===== src/rtl/fifo_pkg.sv =====
`default_nettype none
// ============================================================================
//  Module   : fifo_pkg
//  Purpose  : Default geometry for the synchronous FIFO and a depth helper.
//  Revision : 1.0 - initial release
// ============================================================================
package fifo_pkg;

  localparam int DEF_DATA_W = 8;
  localparam int DEF_ADDR_W = 3;

  function automatic int fifo_depth(input int addr_w);
    return 1 << addr_w;
  endfunction

endpackage : fifo_pkg
`default_nettype wire


===== src/rtl/fifo_mem.sv =====
`default_nettype none
// ============================================================================
//  Module   : fifo_mem
//  Purpose  : DEPTH x DATA_W dual-port register file, registered read port.
//  Revision : 1.0 - initial release
// ============================================================================
module fifo_mem
  import fifo_pkg::*;
#(
  parameter int DATA_W = DEF_DATA_W,
  parameter int ADDR_W = DEF_ADDR_W
) (
  input  logic              clk,
  input  logic              rst,
  input  logic              i_we,
  input  logic [ADDR_W-1:0] i_waddr,
  input  logic [DATA_W-1:0] i_wdata,
  input  logic              i_re,
  input  logic [ADDR_W-1:0] i_raddr,
  output logic [DATA_W-1:0] o_rdata
);

  localparam int c_DEPTH = fifo_depth(ADDR_W);

  logic [DATA_W-1:0] r_mem [c_DEPTH];
  logic [DATA_W-1:0] r_rdata;

  // The array itself is never reset; only the output register is.
  always_ff @(posedge clk) begin
    if (i_we) begin
      r_mem[i_waddr] <= i_wdata;
    end
  end

  always_ff @(posedge clk or posedge rst) begin
    if (rst) begin
      r_rdata <= '0;
    end else if (i_re) begin
      r_rdata <= r_mem[i_raddr];
    end
  end

  assign o_rdata = r_rdata;

endmodule : fifo_mem
`default_nettype wire


===== src/rtl/sync_fifo.sv =====
`default_nettype none
// ============================================================================
//  Module   : sync_fifo
//  Purpose  : Single-clock FIFO: pointer, occupancy and flag control around
//             the fifo_mem register file, with overflow/underflow pulses.
//  Revision : 1.0 - initial release
// ============================================================================
module sync_fifo
  import fifo_pkg::*;
#(
  parameter int DATA_W = DEF_DATA_W,
  parameter int ADDR_W = DEF_ADDR_W
) (
  input  logic              CLK,
  input  logic              RST,
  input  logic              WR_EN,
  input  logic [DATA_W-1:0] DIN,
  input  logic              RD_EN,
  output logic [DATA_W-1:0] DOUT,
  output logic              FULL,
  output logic              EMPTY,
  output logic [ADDR_W:0]   COUNT,
  output logic              OVERFLOW,
  output logic              UNDERFLOW
);

  localparam logic [ADDR_W:0] c_ONE = {{ADDR_W{1'b0}}, 1'b1};

  logic [ADDR_W:0] r_wptr;
  logic [ADDR_W:0] r_rptr;
  logic [ADDR_W:0] r_count;
  logic            r_overflow;
  logic            r_underflow;

  logic w_full;
  logic w_empty;
  logic w_wr_acc;
  logic w_rd_acc;

  // The pointer MSB is a lap bit: equal low bits mean full or empty, the lap
  // bit tells which.
  assign w_empty  = (r_wptr == r_rptr);
  assign w_full   = (r_wptr[ADDR_W] != r_rptr[ADDR_W]) &&
                    (r_wptr[ADDR_W-1:0] == r_rptr[ADDR_W-1:0]);
  assign w_wr_acc = WR_EN && !w_full;
  assign w_rd_acc = RD_EN && !w_empty;

  always_ff @(posedge CLK or posedge RST) begin
    if (RST) begin
      r_wptr      <= '0;
      r_rptr      <= '0;
      r_count     <= '0;
      r_overflow  <= 1'b0;
      r_underflow <= 1'b0;
    end else begin
      if (w_wr_acc) begin
        r_wptr <= r_wptr + c_ONE;
      end
      if (w_rd_acc) begin
        r_rptr <= r_rptr + c_ONE;
      end
      case ({w_wr_acc, w_rd_acc})
        2'b10:   r_count <= r_count + c_ONE;
        2'b01:   r_count <= r_count - c_ONE;
        default: r_count <= r_count;
      endcase
      r_overflow  <= WR_EN && w_full;
      r_underflow <= RD_EN && w_empty;
    end
  end

  fifo_mem #(
    .DATA_W (DATA_W),
    .ADDR_W (ADDR_W)
  ) u_mem (
    .clk     (CLK),
    .rst     (RST),
    .i_we    (w_wr_acc),
    .i_waddr (r_wptr[ADDR_W-1:0]),
    .i_wdata (DIN),
    .i_re    (w_rd_acc),
    .i_raddr (r_rptr[ADDR_W-1:0]),
    .o_rdata (DOUT)
  );

  assign FULL      = w_full;
  assign EMPTY     = w_empty;
  assign COUNT     = r_count;
  assign OVERFLOW  = r_overflow;
  assign UNDERFLOW = r_underflow;

endmodule : sync_fifo
`default_nettype wire


===== config.mk =====
export PLATFORM = sky130hd
export DESIGN_NAME = sync_fifo
export DESIGN_NICKNAME = d
export VERILOG_FILES = /design/src/rtl/fifo_pkg.sv /design/src/rtl/fifo_mem.sv /design/src/rtl/sync_fifo.sv
export SDC_FILE = /design/constraint.sdc
export NUM_CORES = 1
export LEC_CHECK = 0
export ABC_CLOCK_PERIOD_IN_PS = 3640
export CORE_MARGIN = 2
export CORE_UTILIZATION = 30
export CTS_BUF_LIST = sky130_fd_sc_hd__clkbuf_16
export DETAILED_ROUTE_END_ITERATION = 6
export SETUP_SLACK_MARGIN = 0.2
export SYNTH_ARGS = -nofsm -noshare
export SYNTH_HDL_FRONTEND = slang
export SYNTH_HIERARCHICAL = 1
export SYNTH_SLANG_ARGS = --single-unit

===== constraint.sdc =====
create_clock -name CLK -period 3.64 [get_ports CLK]
set_clock_uncertainty 0.1 [all_clocks]
set_input_delay 0.546 -clock CLK [delete_from_list [all_inputs] [get_ports CLK]]
set_output_delay 0.546 -clock CLK [all_outputs]
set_load 0.005 [all_outputs]

==> metrics, run 1 <==
Mean Syn Cell Area=15.0 um^2; Post-Syn Area=3650 um^2; clk sink count=86; initial drt markers=115; GP Congestion=0.750; status=complete, no violations; Synth Net Count=262; CTS hold repair buffers=0; top cell type's share of synthesized area=0.527; Synth Register Bits=86; die span in y=114 um; cell taking the most area after synthesis=edfxtp_1; Layout area overhead=20.4%; Mapped Cells=244; # diodes=0; VDD IR max=264 uV; initial antenna violation count=0; core area=12000 um^2; post-DP HPWL=4.67 mm; Synth cell types=39; Global Route Usage Sum=0.118; leakage=1.67 nW; WP data arrival=3.13 ns; final setup TNS=0 ns; row count=40; Post-CTS Resized=0; Post-CTS Setup Bufs=0; clk slew on worst S/H paths=0.05 ns; via count=2118; sequential element share of the synthesized area=0.678; WP data required=3.75 ns; crit path kind=flip-flop to flip-flop; relative slew slack=0.405; Post-synth EDFFs=64; Starting Density=0.305; worst hold path class=flip-flop to flip-flop; Commonest cells post-synth=edfxtp_1 (64), mux2i_1 (24), dfrtp_1 (22); total power=3.66 mW; Synth area leaders=edfxtp_1 (53%), dfrtp_1 (15%), mux2i_1 (6.6%), nor2b_1 (2.7%), a211o_1 (2.4%); RSZ-0062 raised after global routing=false; Final Cycle Share=0.828; clock root cell=clkbuf_16; final-report hold violation count=0; warnings from Yosys=6; Die X=114 um; CP max FO=9; CTS H-tree lvls=3; clock tree buffer depth=2; average wire per cell in the routed design=16.7 um; CP Capture Type=flip-flop; largest net degree at the start of global routing=44; Pins Over Slew Limit=0; asr flop ratio synth=0.256; vias in the first global route=2027; count of antenna-violating nets left after detailed routing=0; startpoint types=flip-flop; I/O pin count=28; fmax=332 MHz; predominant post-synthesis flop cell=edfxtp_1; DRC=0; fin nets=300; max cap viols=0; Final min period=3.01 ns; Detailed Route WL=7.26 mm; grt total ovfl=0; clock latency on the worst-skew pair=0.33 ns; # setup viols final=0; CTS buffer count=9; Pre-antenna DRT Iters=4; worst-margin pin slew=0.890 ns; count leader, synth=edfxtp_1; DR vias/cell=4.88; Die Area=13100 um^2; CTS tree=done; layout cell share with drive strength beyond 1=0.0976; pwr dens=832 nW/um^2; first-pass GRT wire length=11.2 mm; port bufs=27
==> cell families (layout without fill, tap and decap cells) <==
| logic type | count (synthesis) | in the layout | synth area share |
|---|---|---|---|
| flops | 86 | 86 | 0.678 |
| mux | 26 | 26 | 0.0720 |
| simple gates | 62 | 62 | 0.0936 |
| fa+ha+maj | 6 | 6 | 0.0226 |
| buf+inv | 20 | 63 | 0.0305 |
| xor+xnor | 11 | 11 | 0.0264 |
| compound gates | 33 | 33 | 0.0772 |
==> final cells by class <==
cell class	instances	area [um^2]
timing repair buffer	37	345
sequential	86	2470
fill	1102	7570
clock buffer	9	225
multi-input combinational	138	1060
tap	147	184
inverter	10	37.5
clock inverter	7	63.8
==> worst paths after layout <==
kind	start	end	slack [ns]	cells after the start
worst max register to register	r_wptr[0]	COUNT[3]	0.63	10
worst max-delay path	r_wptr[0]	COUNT[3]	0.63	10
max in group asynchronous	RST	r_rptr[0]	2.50	2
min in group asynchronous	RST	u_mem/o_rdata[2]	0.46	2
worst min register to register	COUNT[2]	COUNT[2]	0.44	2
worst min-delay path	COUNT[2]	COUNT[2]	0.44	2
==> through the flow <==
step / cell area (um^2) / util / cells / worst slack, ns / hold WS, ns
after detailed placement: 4110 / 0.343 / 418 / 0.644 / 0.429
after floorplan: 3650 / - / 244 / 0.865 / 0.262
after global placement: 4110 / 0.343 / 418 / 0.728 / 0.422
after CTS: 4390 / 0.367 / 434 / 0.642 / 0.451
final: 4390 / 0.367 / 434 / 0.627 / 0.439
after global routing: 4390 / 0.367 / 434 / 0.382 / 0.479
==> state kept, by name, indices dropped and copies added (netlist names) <==
signal,count
r_rptr,4
COUNT,4
u_mem/o_rdata,8
r_wptr,4
OVERFLOW,1
u_mem/r_mem,64
UNDERFLOW,1
==> layout by cell type, fill, tap and decap left out, drive strengths merged, types with 2 or more instances in the layout <==
| cell | netlist | layout |
|---|---|---|
| mux2 | 2 | 2 |
| inv | 10 | 12 |
| nand3 | 11 | 11 |
| clkbuf | 2 | 9 |
| a211o | 10 | 10 |
| clkdlybuf4s50 | 0 | 27 |
| edfxtp | 64 | 64 |
| mux2i | 24 | 24 |
| nor2 | 8 | 8 |
| and3 | 3 | 3 |
| xor2 | 2 | 2 |
| dfrtp | 22 | 22 |
| nand2b | 4 | 4 |
| buf | 8 | 10 |
| nand4 | 4 | 4 |
| a41o | 8 | 8 |
| o21ai | 2 | 2 |
| nor3 | 6 | 6 |
| ha | 5 | 5 |
| nor2b | 16 | 16 |
| nand2 | 6 | 6 |
| a22oi | 8 | 8 |
| clkinv | 0 | 4 |
| xnor2 | 9 | 9 |
==> critical path: stages (launching register included) <==
cell,delay (ns)
dfrtp_1,0.48
xnor2_1,0.35
nand4_1,0.20
nand2_1,0.18
inv_1,0.07
ha_1,0.24
ha_1,0.29
a21o_1,0.21
a2111oi_2,0.37
a31oi_1,0.08
a311o_1,0.32
==> where the power goes <==
group / internal, mW / switching (mW) / total (mW)
clock: 0.526 / 0.352 / 0.878
combinational: 0.621 / 0.713 / 1.33
sequential: 1.30 / 0.142 / 1.44
total: 2.45 / 1.21 / 3.66
==> layer usage <==
layer | track usage | wire [um] | up-vias
met2 | 0.202 | 3800 | 42
met4 | 0.0439 | 84 | 0
met1 | 0.139 | 3060 | 1066
met3 | 0.0360 | 315 | 5
met5 | 0 | 0 | -
li1 | - | - | 1005
(Power assumes the default switching activity.)
==> inputs of run 2 (changes only) <==
--- a/config.mk
+++ b/config.mk
@@ -5,7 +5,7 @@
 export SDC_FILE = /design/constraint.sdc
 export NUM_CORES = 1
 export LEC_CHECK = 0
-export ABC_CLOCK_PERIOD_IN_PS = 3640
+export ABC_CLOCK_PERIOD_IN_PS = 2580
 export CORE_MARGIN = 2
 export CORE_UTILIZATION = 30
 export CTS_BUF_LIST = sky130_fd_sc_hd__clkbuf_16
==> constraint.sdc (replaced) <==
create_clock -name CLK -period 2.58 [get_ports CLK]
set_clock_uncertainty 0.1 [all_clocks]
set_input_delay 0.387 -clock CLK [delete_from_list [all_inputs] [get_ports CLK]]
set_output_delay 0.387 -clock CLK [all_outputs]
set_load 0.005 [all_outputs]
==> run 2 against run 1 <==
Against the previous run:
- sequential cell count stayed put
- count of clock-buffer cells in the layout did not move
- core utilization rose by 1.7 points
- cell area up 4.8%
- first-iteration DRC count up 6.1%
- worst hold slack worse by 0.13 ns
- combinational power is 62% higher
- cell count rose by 4.1%
- maximum frequency rose by 22%
==> metrics, run 2 (synthesis results as in run 1) <==
first-pass GRT wire length=11.4 mm; Pins Over Slew Limit=0; RSZ-0062 raised after global routing=true; Final min period=2.46 ns; vias in the first global route=2176; CP Capture Type=flip-flop; Die Area=13100 um^2; layout cell share with drive strength beyond 1=0.184; via count=2169; clock tree buffer depth=2; clock root cell=clkbuf_16; DP Worst Slack=0.00655 ns; # setup viols final=0; WP data arrival=2.58 ns; initial drt markers=122; VDD IR max=392 uV; die span in y=114 um; grt total ovfl=0; CTS buffer count=9; port bufs=27; Die X=114 um; Hold WS=0.309 ns; CTS H-tree lvls=3; Reg2Reg Setup Slack=0.12 ns; startpoint types=flip-flop; Pre-antenna DRT Iters=6; CP max FO=5; worst-margin pin slew=0.604 ns; relative slew slack=0.597; fmax=406 MHz; pwr dens=1180 nW/um^2; status=complete, no violations; initial antenna violation count=0; core area=12000 um^2; Layout Utilization=0.385; DRC=0; worst hold path class=primary input to asynchronous set/reset pin; DR vias/cell=4.80; Fill cells=1100; row count=40; clock latency on the worst-skew pair=0.33 ns; Global Route Usage Sum=0.118; placed cell count=432; Final Cycle Share=0.955; final-report hold violation count=0; crit path kind=flip-flop to flip-flop; commonest cells after routing, fill and taps aside=edfxtp_1 (64), buf_4 (28), clkdlybuf4s50_1 (25); Layout area overhead=26.2%; most common library cell in the layout ignoring fill and taps=edfxtp_1; # diodes=0; Top reg by flops=u_mem/r_mem; fin nets=318; Final Instance Count excl. Fillers=452; Starting Density=0.305; max cap viols=0; CTS tree=done; final instance area=4600 um^2; clk sink count=86; clk slew on worst S/H paths=0.06 ns; max FFs per register=64; leakage=1.81 nW; Cell Area, Placed=4280 um^2; total power=5.43 mW; I/O pin count=28; Detailed Route WL=7.31 mm; GP Congestion=0.774; count of antenna-violating nets left after detailed routing=0; post-DP HPWL=4.76 mm; setup ws final=0.117 ns; average wire per cell in the routed design=16.2 um; WP data required=2.69 ns; largest net degree at the start of global routing=44; final setup TNS=0 ns
-- run 2: changes by cell type in the layout (fill, tap and decap cells not counted), moves of 2 or more --
cell	previous run	this run
xnor2_2	0	3
ha_1	5	2
clkinvlp_4	0	2
buf_4	10	28
dlymetal6s2s_1	0	2
ha_4	0	3
xnor2_1	9	6
clkdlybuf4s50_1	27	25
clkinv_1	2	0
-- run 2: where the power goes --
part | internal (mW) | leakage (nW) | switching (mW)
combinational | 1.08 | 0.816 | 1.07
clock | 0.744 | 0.144 | 0.509
sequential | 1.84 | 0.846 | 0.186
total | 3.66 | 1.81 | 1.76
-- run 2: path summary, 6_finish.rpt --
| check | from | endpoint | cells after the start |
|---|---|---|---|
| max in group asynchronous | RST | r_wptr[0] | 2 |
| min reg2reg | COUNT[0] | COUNT[0] | 1 |
| max | r_rptr[3] | COUNT[3] | 10 |
| min | RST | u_mem/o_rdata[0] | 2 |
| max reg2reg | r_rptr[3] | COUNT[3] | 10 |
| min in group CLK | COUNT[0] | COUNT[0] | 1 |
-- run 2: metal layers --
| layer | track usage | vias up | part of all wire |
|---|---|---|---|
| li1 | - | 1039 | - |
| met1 | 0.150 | 1087 | 0.45 |
| met2 | 0.194 | 35 | 0.50 |
| met3 | 0.0270 | 8 | 0.028 |
| met4 | 0.0520 | 0 | 0.017 |
| met5 | 0 | - | 0 |
-- run 2: cell type report --
type                            count  area [um^2]  area share
Clock buffer                        9          225      0.0489
Clock inverter                      7         66.3      0.0144
Inverter                           10         40.0     0.00870
Multi-Input combinational cell    138         1130       0.245
Sequential cell                    86         2470       0.538
Tap cell                          147          184      0.0400
Timing Repair Buffer               55          485       0.105
-- run 2: worst max-delay path, stage by stage, from the launching register on --
cell and delay (ns):
dfrtp_1 0.43, xnor2_1 0.21, nand4_1 0.15, nand2_2 0.12
inv_4 0.05, ha_4 0.16, buf_4 0.15, ha_4 0.23
a2111oi_2 0.35, a31oi_1 0.07, a311o_1 0.32
-- run 2: what timing repair did --
item | CTS | global route
pin swaps | 5 | 9
setup buffers | 3 | 1
gates resized for setup | 0 | 3
endpoints found under the setup margin | 1 | 4
hold buffers | 0 | 0
==> inputs of run 3 (changes only) <==
--- a/config.mk
+++ b/config.mk
@@ -10,6 +10,7 @@
 export CORE_UTILIZATION = 30
 export CTS_BUF_LIST = sky130_fd_sc_hd__clkbuf_16
 export DETAILED_ROUTE_END_ITERATION = 6
+export MAX_ROUTING_LAYER = met4
 export SETUP_SLACK_MARGIN = 0.2
 export SYNTH_ARGS = -nofsm -noshare
 export SYNTH_HDL_FRONTEND = slang
==> run 3 against run 2 <==
Against the previous run:
- sequential cell count is the same
- sequential power is essentially flat
- critical path depth is the same
- maximum frequency is essentially flat
- worst hold slack gained 0.0048 ns
- routed wire length shrank 0.78%
- via count shrank 0.92%
- critical endpoint unchanged
- highest routed layer unchanged
==> metrics, run 3 (synthesis results as in run 1) <==
cell chain of the critical path=xnor2_2 -> nand4_1 -> nand2_2 -> inv_4 -> ha_4 -> buf_4 -> ha_4 -> a2111oi_2 -> a31oi_1 -> a311o_1; Global Route Usage Sum=0.122; FF/Latch Area=2470 um^2; largest net degree at the start of global routing=44; Net Sw Power=1.75 mW; startpoint types=flip-flop; port bufs=27; Pins Over Slew Limit=0; DR vias/cell=4.76; first-pass GRT wire length=11.4 mm; CP max FO=4; row count=40; clk slew on worst S/H paths=0.06 ns; CTS buffer count=9; r2r worst-path depth=10; crit path kind=flip-flop to flip-flop; via count=2149; Reg2Reg Setup Slack=0.11 ns; count of antenna-violating nets left after detailed routing=0; switching part of the total=0.325; worst hold path class=primary input to asynchronous set/reset pin; GP Congestion=0.785; clock latency on the worst-skew pair=0.33 ns; Final Cycle Share=0.956; clk sink count=86; Starting Density=0.305; Final min period=2.47 ns; internal power=3.64 mW; # diodes=0; Fill cells=1100; CP Capture Type=flip-flop; CTS H-tree lvls=3; post-DP HPWL=4.76 mm; Hold WS=0.314 ns; Detailed Route WL=7.26 mm; status=complete, no violations; max FFs per register=64; final-report hold violation count=0; WP data arrival=2.58 ns; grt total ovfl=0; Die Area=13100 um^2; max cap viols=0; Layout area overhead=26.0%; share of power burned in registers=0.375; WP data required=2.69 ns; clock tree buffer depth=2; core area=12000 um^2; most common library cell in the layout ignoring fill and taps=edfxtp_1; Pre-antenna DRT Iters=4; final setup TNS=0 ns; Crit. Startpoint=r_wptr[1]; fin nets=317; fmax=406 MHz; RSZ-0062 raised after global routing=true; initial antenna violation count=0; commonest cells after routing, fill and taps aside=edfxtp_1 (64), buf_4 (27), clkdlybuf4s50_1 (25); average wire per cell in the routed design=16.1 um; CP max stage cell=dfrtp_1; # setup viols final=0; leakage=1.80 nW; vias in the first global route=2175; Clock power frac=0.231; CTS tree=done; pwr dens=1170 nW/um^2; clock root cell=clkbuf_16; layout cell share with drive strength beyond 1=0.181; Die X=114 um; peak per-stage delay on the critical path=0.42 ns; die span in y=114 um; area of the multi-input gates=1130 um^2; relative slew slack=0.600; worst-margin pin slew=0.600 ns; Top cell by count, worst path=ha_4; R2R Path End=COUNT[3]; Logic pwr share=0.394; DRC=0; Top reg by flops=u_mem/r_mem; FF-to-FF Start=r_wptr[1]; VDD IR max=388 uV; initial drt markers=97; I/O pin count=28
==> run 3: cell count changes in the layout (fill, tap and decap cells not counted) <==
cell / before / now
buf_4: 28 / 27
==> run 3: per-stage QoR <==
step,instance area (um^2),worst slack [ns],power [mW],std cells,util
3_3_place_gp,4280,0.0340,4.13,432,0.358
2_1_floorplan,3720,0.108,3.40,244,-
3_5_place_dp,4280,0.00655,4.16,432,0.358
6_report,4600,0.115,5.40,451,0.384
4_1_cts,4590,0.0901,5.47,451,0.384
5_1_grt,4600,0.0351,5.73,451,0.384
==> run 3: metal layers <==
metal,global-route usage,vias up,share of wire
met2,0.193,32,0.50
met1,0.151,1073,0.46
met3,0.0270,6,0.030
met5,-,-,0
met4,0.0520,0,0.014
li1,-,1038,-
==> run 3: area by class of cell <==
class                      instances  area share
clock inverter                     7      0.0144
tap                              147      0.0400
multi-input combinational        138       0.245
inverter                          10     0.00871
clock buffer                       9      0.0490
timing repair buffer              54       0.104
sequential                        86       0.539
==> run 3: worst max-delay path: cells and delay by family (launching register included) <==
family / cells / cell delay, ns
AOI/OAI and AO/OA: 3 / 0.74
xor gates and xnor gates: 1 / 0.22
adders and majority gates: 2 / 0.39
buffers and inverters: 2 / 0.20
DFF: 1 / 0.42
and+or+nand+nor: 2 / 0.28
==> run 3: worst max path at each step <==
| stage | endpoint | cells after the start |
|---|---|---|
| after global routing | COUNT[3] | 10 |
| after floorplan | COUNT[3] | 10 |
| final | COUNT[3] | 10 |
| after CTS | COUNT[3] | 10 |
| after detailed placement | COUNT[3] | 9 |
| after global placement | COUNT[3] | 9 |
==> run 3: what timing repair did <==
item / CTS / global route
hold buffers: 0 / 0
pin swaps: 5 / 9
buffers inserted: 3 / 0
resized for setup: 0 / 3
endpoints found under the setup margin: 1 / 4
==> run 3: power groups by stage <==
stage               Combinational, mW  Clock, mW  Sequential, mW
floorplan                        1.33          0            2.07
global placement                 2.08          0            2.05
detailed placement               2.11          0            2.05
CTS                              2.15       1.29            2.03
global route                     2.32       1.36            2.06
finish                           2.13       1.25            2.02
